### src/rtl/uart_rx_unit.sv
// 8N1 UART receiver: 2-flop synchronizer, mid-bit sampling FSM, registered
// byte output with a one-cycle completion strobe.
`timescale 1ns/1ps

module uart_rx_unit #(
   parameter int BAUD_RATE = 115200,
   parameter int CLK_HZ    = 25000000
) (
   input  logic       i_Clk,
   input  logic       i_reset,
   input  logic       i_serial,
   output logic [7:0] o_rx_data,
   output logic       o_rx_done
);

   localparam int CLKS_PER_BIT = CLK_HZ / BAUD_RATE;
   localparam int HALF_BIT     = (CLKS_PER_BIT - 1) / 2;
   localparam int CNT_W        = (CLKS_PER_BIT > 1) ? $clog2(CLKS_PER_BIT) : 1;

   localparam logic [CNT_W-1:0] BIT_LAST  = CNT_W'(CLKS_PER_BIT - 1);
   localparam logic [CNT_W-1:0] HALF_LAST = CNT_W'((HALF_BIT > 0) ? HALF_BIT - 1 : 0);

   typedef enum logic [2:0] {
      IDLE,
      START,
      DATA,
      STOP,
      DONE,
      WAIT_IDLE
   } state_t;

   logic             sync_1;
   logic             rx_s;

   state_t           state,   state_n;
   logic [CNT_W-1:0] clk_cnt, clk_cnt_n;
   logic [2:0]       bit_idx, bit_idx_n;
   logic [7:0]       shift,   shift_n;
   logic [7:0]       data_r,  data_n;
   logic             done_r,  done_n;

   // Synchronizer resets to the idle-high line level so reset never looks like a start edge.
   always_ff @(posedge i_Clk) begin
      if (!i_reset) begin
         sync_1 <= 1'b1;
         rx_s   <= 1'b1;
      end else begin
         sync_1 <= i_serial;
         rx_s   <= sync_1;
      end
   end

   always_ff @(posedge i_Clk) begin
      if (!i_reset) begin
         state   <= IDLE;
         clk_cnt <= '0;
         bit_idx <= '0;
         shift   <= '0;
         data_r  <= '0;
         done_r  <= 1'b0;
      end else begin
         state   <= state_n;
         clk_cnt <= clk_cnt_n;
         bit_idx <= bit_idx_n;
         shift   <= shift_n;
         data_r  <= data_n;
         done_r  <= done_n;
      end
   end

   // Every counter hits a terminal count and returns to zero; nothing wraps mid-bit.
   always_comb begin
      state_n   = state;
      clk_cnt_n = clk_cnt;
      bit_idx_n = bit_idx;
      shift_n   = shift;
      data_n    = data_r;
      done_n    = 1'b0;

      unique case (state)
         IDLE: begin
            clk_cnt_n = '0;
            bit_idx_n = '0;
            if (!rx_s) begin
               state_n = START;
            end
         end

         START: begin
            if (clk_cnt == HALF_LAST) begin
               clk_cnt_n = '0;
               state_n   = rx_s ? IDLE : DATA;
            end else begin
               clk_cnt_n = clk_cnt + CNT_W'(1);
            end
         end

         DATA: begin
            if (clk_cnt == BIT_LAST) begin
               clk_cnt_n        = '0;
               shift_n[bit_idx] = rx_s;
               if (bit_idx == 3'd7) begin
                  bit_idx_n = '0;
                  state_n   = STOP;
               end else begin
                  bit_idx_n = bit_idx + 3'd1;
               end
            end else begin
               clk_cnt_n = clk_cnt + CNT_W'(1);
            end
         end

         STOP: begin
            if (clk_cnt == BIT_LAST) begin
               clk_cnt_n = '0;
               state_n   = rx_s ? DONE : WAIT_IDLE;
            end else begin
               clk_cnt_n = clk_cnt + CNT_W'(1);
            end
         end

         DONE: begin
            data_n  = shift;
            done_n  = 1'b1;
            state_n = IDLE;
         end

         WAIT_IDLE: begin
            clk_cnt_n = '0;
            bit_idx_n = '0;
            if (rx_s) begin
               state_n = IDLE;
            end
         end

         default: begin
            state_n = IDLE;
         end
      endcase
   end

   assign o_rx_data = data_r;
   assign o_rx_done = done_r;

endmodule

### config.mk
export PLATFORM = sky130hd
export DESIGN_NAME = uart_rx_unit
export DESIGN_NICKNAME = d
export VERILOG_FILES = /design/src/rtl/uart_rx_unit.sv
export SDC_FILE = /design/constraint.sdc
export NUM_CORES = 1
export LEC_CHECK = 0
export BUFFER_PORTS_ARGS = -buffer_cell sky130_fd_sc_hd__buf_2
export CAP_MARGIN = 20
export CORE_MARGIN = 5
export CORE_UTILIZATION = 40
export CTS_BUF_LIST = sky130_fd_sc_hd__clkbuf_4 sky130_fd_sc_hd__clkbuf_8
export CTS_CLUSTER_DIAMETER = 50
export DETAILED_ROUTE_END_ITERATION = 12
export GPL_TIMING_DRIVEN = 0
export PLACE_DENSITY = 0.63
export SYNTH_ARGS = -nofsm -noshare
export SYNTH_HDL_FRONTEND = slang
export SYNTH_SLANG_ARGS = --single-unit
### constraint.sdc
create_clock -name i_Clk -period 2.13 [get_ports i_Clk]
set_input_delay 0.426 -clock i_Clk [delete_from_list [all_inputs] [get_ports i_Clk]]
set_output_delay 0.426 -clock i_Clk [all_outputs]
set_load 0.02 [all_outputs]
==> metrics.txt <==
ys async rst share=0%; Synth Area per Inst=a little over 9 µm²; critical path peak fanout=8; GRT Total Usage=about 13%; Diodes inserted=0; Final ANT Viol Nets=0; fraction of layout cells with a size suffix above 1=~15%; Setup crit end kind=flop; sequential area share after synthesis=41.3%; CP arrival=2.11 ns; CTS tree=done; Starting Density=40.6%; first-pass GRT wire length=5550 µm; vias per cell=about 5.3; CTS Hold Bufs=0; fin crit period=slightly below 2 ns; power per cell area=between 600 and 700 mW/mm²; 1st-iter DRT viols=84; # fillers=about 380; Max Slew Vio Count=0; sequential share of power=approximately half; top_reg_cell synth=dfxtp_1; cell count after synthesis=between 150 and 200; Worst Hold Class=input pin to flop; Peak VDD IR=0.312 mV; Yosys top cell area share=41.3%; CTS root buffer=clkbuf_8; DR WL/cell=between 10 and 15 µm; internal cell power=approximately 0.001 W; skew final=0.00616 ns; clock sink count=33; Die ar.=0.00537 mm²; Netlist cell types=39; Post-synth EDFFs=0; final wirelength=between 3000 and 4000 µm; status=complete, no violations; Die Width=between 70 and 80 µm; initial antenna violation count=0; final net count=196; Final period util=about nine tenths; CP Class=flop to flop; DR vias=1259; CP Data Required Time=about 2.3 ns; max frequency=between 500 and 600 MHz; io pins=12; register bit total from synthesis=33; largest net degree at the start of global routing=11; H-tree lvl count=2; commonest non-fill, non-tap cells in the layout=33 x dfxtp_1, 16 x mux2i_1, 14 x buf_2, 12 x nand2_1, 9 x nor2b_1; Net Sw Frac=20.1%; sum of negative setup slack=0 ns; post-synth net total=about 180; DP HPWL=about 2200 µm; final setup violation count=0; final hold vios=0; commonest non-fill, non-tap cell in the layout=dfxtp_1; IO Port Bufs=11; Max-Cap Viols=0; relative slew slack=between 70% and 80%; GP Congestion=~0.86; actual slew at the worst max-slew pin=0.447 ns; row count=23; total core area=about 0.0039 mm²; Switch Pwr=around 0.00025 W; Clk pwr share=45.7%; number of global-route vias before repair=1261; Core Util, Final=between 40% and 50%; Die Y=~73 µm; Clock Pin Slew Worst Setup and Hold Paths=approximately 0.060 ns; drt pass-1 iters=5; Longest Clk Path Bufs=2; top post-synthesis cells by area=dfxtp_1 41%, mux2i_1 10%, nor2b_1 3.5%, and3_1 3.1%, ha_1 3.1%; synth warn=0; mapped cell area=between 0.0015 and 0.002 mm²; Startpoint Class=flop; total gr overflow=0; Synth area leader=dfxtp_1; post-CTS setup buffer count=0; unrepaired setup endpoints after global routing=no; DRC viols=0; Syn-to-layout area delta=13.8%; CTS Buf Count=5; worst skew pair latency=0.28 ns; CTS resizes=0; Pleak=a little under 0.7 nW; Comb power frac=under 10%
-- layer usage --
| metal | vias up | share of wire, % | track usage, % |
|---|---|---|---|
| li1 | 637 | - | - |
| met1 | 589 | 46 | 15.7 |
| met3 | 7 | 4.7 | 4.10 |
| met5 | - | 0 | 0 |
| met2 | 26 | 47 | 21.8 |
| met4 | 0 | 1.9 | 7.17 |
-- flip-flops by register name, indices dropped and copies added, names as in the netlist --
signal / flops
bit_idx: 3
clk_cnt: 8
o_rx_data: 8
o_rx_done: 1
rx_s: 1
shift: 8
state: 3
sync_1: 1
-- final cells by class --
type                    count  area, µm²  share of cell area [%]
flip-flops and latches     33        661                    36.3
well taps                  50       62.6                    3.43
inverters                   7       26.3                    1.44
clock buffers               5       68.8                    3.78
repair buffers             11       55.1                    3.02
clock inverters             2       35.0                    1.92
multi-input cells         120        868                    47.7
plain buffers              11       45.0                    2.47
-- synthesized netlist by cell type (3+ instances only) --
cell type / count
buf_2: 3
nor2b_1: 9
and3_1: 8
xnor2_1: 3
xor2_1: 5
ha_1: 4
dfxtp_1: 33
inv_1: 6
o31ai_1: 3
a211oi_1: 3
nor4b_1: 3
and2_1: 3
o211ai_1: 4
nand3_1: 7
a21oi_1: 4
nor2_1: 7
nand4b_1: 3
nand2_1: 12
clkbuf_1: 8
mux2i_1: 16
nand2b_1: 5
-- stage by stage --
stage	area [µm²]	power, W	setup slack (ns)	hold WS (ns)	cells
after CTS	1820	0.00124	0.188	0.313	239
after detailed placement	1720	0.000677	0.204	0.399	232
after floorplan	1600	0.000665	0.394	0.386	171
after global routing	1820	0.00128	0.0375	0.336	239
final	1820	0.00122	0.196	0.323	239
after global placement	1720	0.000676	0.212	0.397	232
-- worst paths after layout --
kind	from	to	slack [ns]	cells past startpoint
setup / recovery	clk_cnt[0]	clk_cnt[4]	0.20	5
hold / removal	i_serial	sync_1	0.32	2
setup reg to reg	clk_cnt[0]	clk_cnt[4]	0.20	5
hold reg to reg	sync_1	rx_s	0.41	1
-- cell families after synthesis --
kind of cell / Yosys count / share of synthesized area (%)
buffers and inverters: 18 / 4.46
AOI/OAI and AO/OA: 20 / 9.15
xor gates and xnor gates: 8 / 4.38
adders and majority gates: 4 / 3.13
DFF: 33 / 41.3
muxes: 17 / 10.7
and+or+nand+nor: 71 / 26.9
-- worst max-delay path, stage by stage, from the launching register on --
cell and delay, ns:
dfxtp_1 0.39, ha_1 0.24, nand4b_1 0.12, or4_4 0.46
a221o_2 0.43, and3_1 0.19
-- power by group through the flow --
stage,clock [W],sequential (W),combinational (W)
2_1_floorplan,0,0.000636,0.0000289
3_3_place_gp,0,0.000637,0.0000394
3_5_place_dp,0,0.000637,0.0000403
4_1_cts,0.000577,0.000623,0.0000407
5_1_grt,0.000607,0.000623,0.0000461
6_report,0.000558,0.000623,0.0000400
Note: power is estimated with default switching activity, not from simulation.
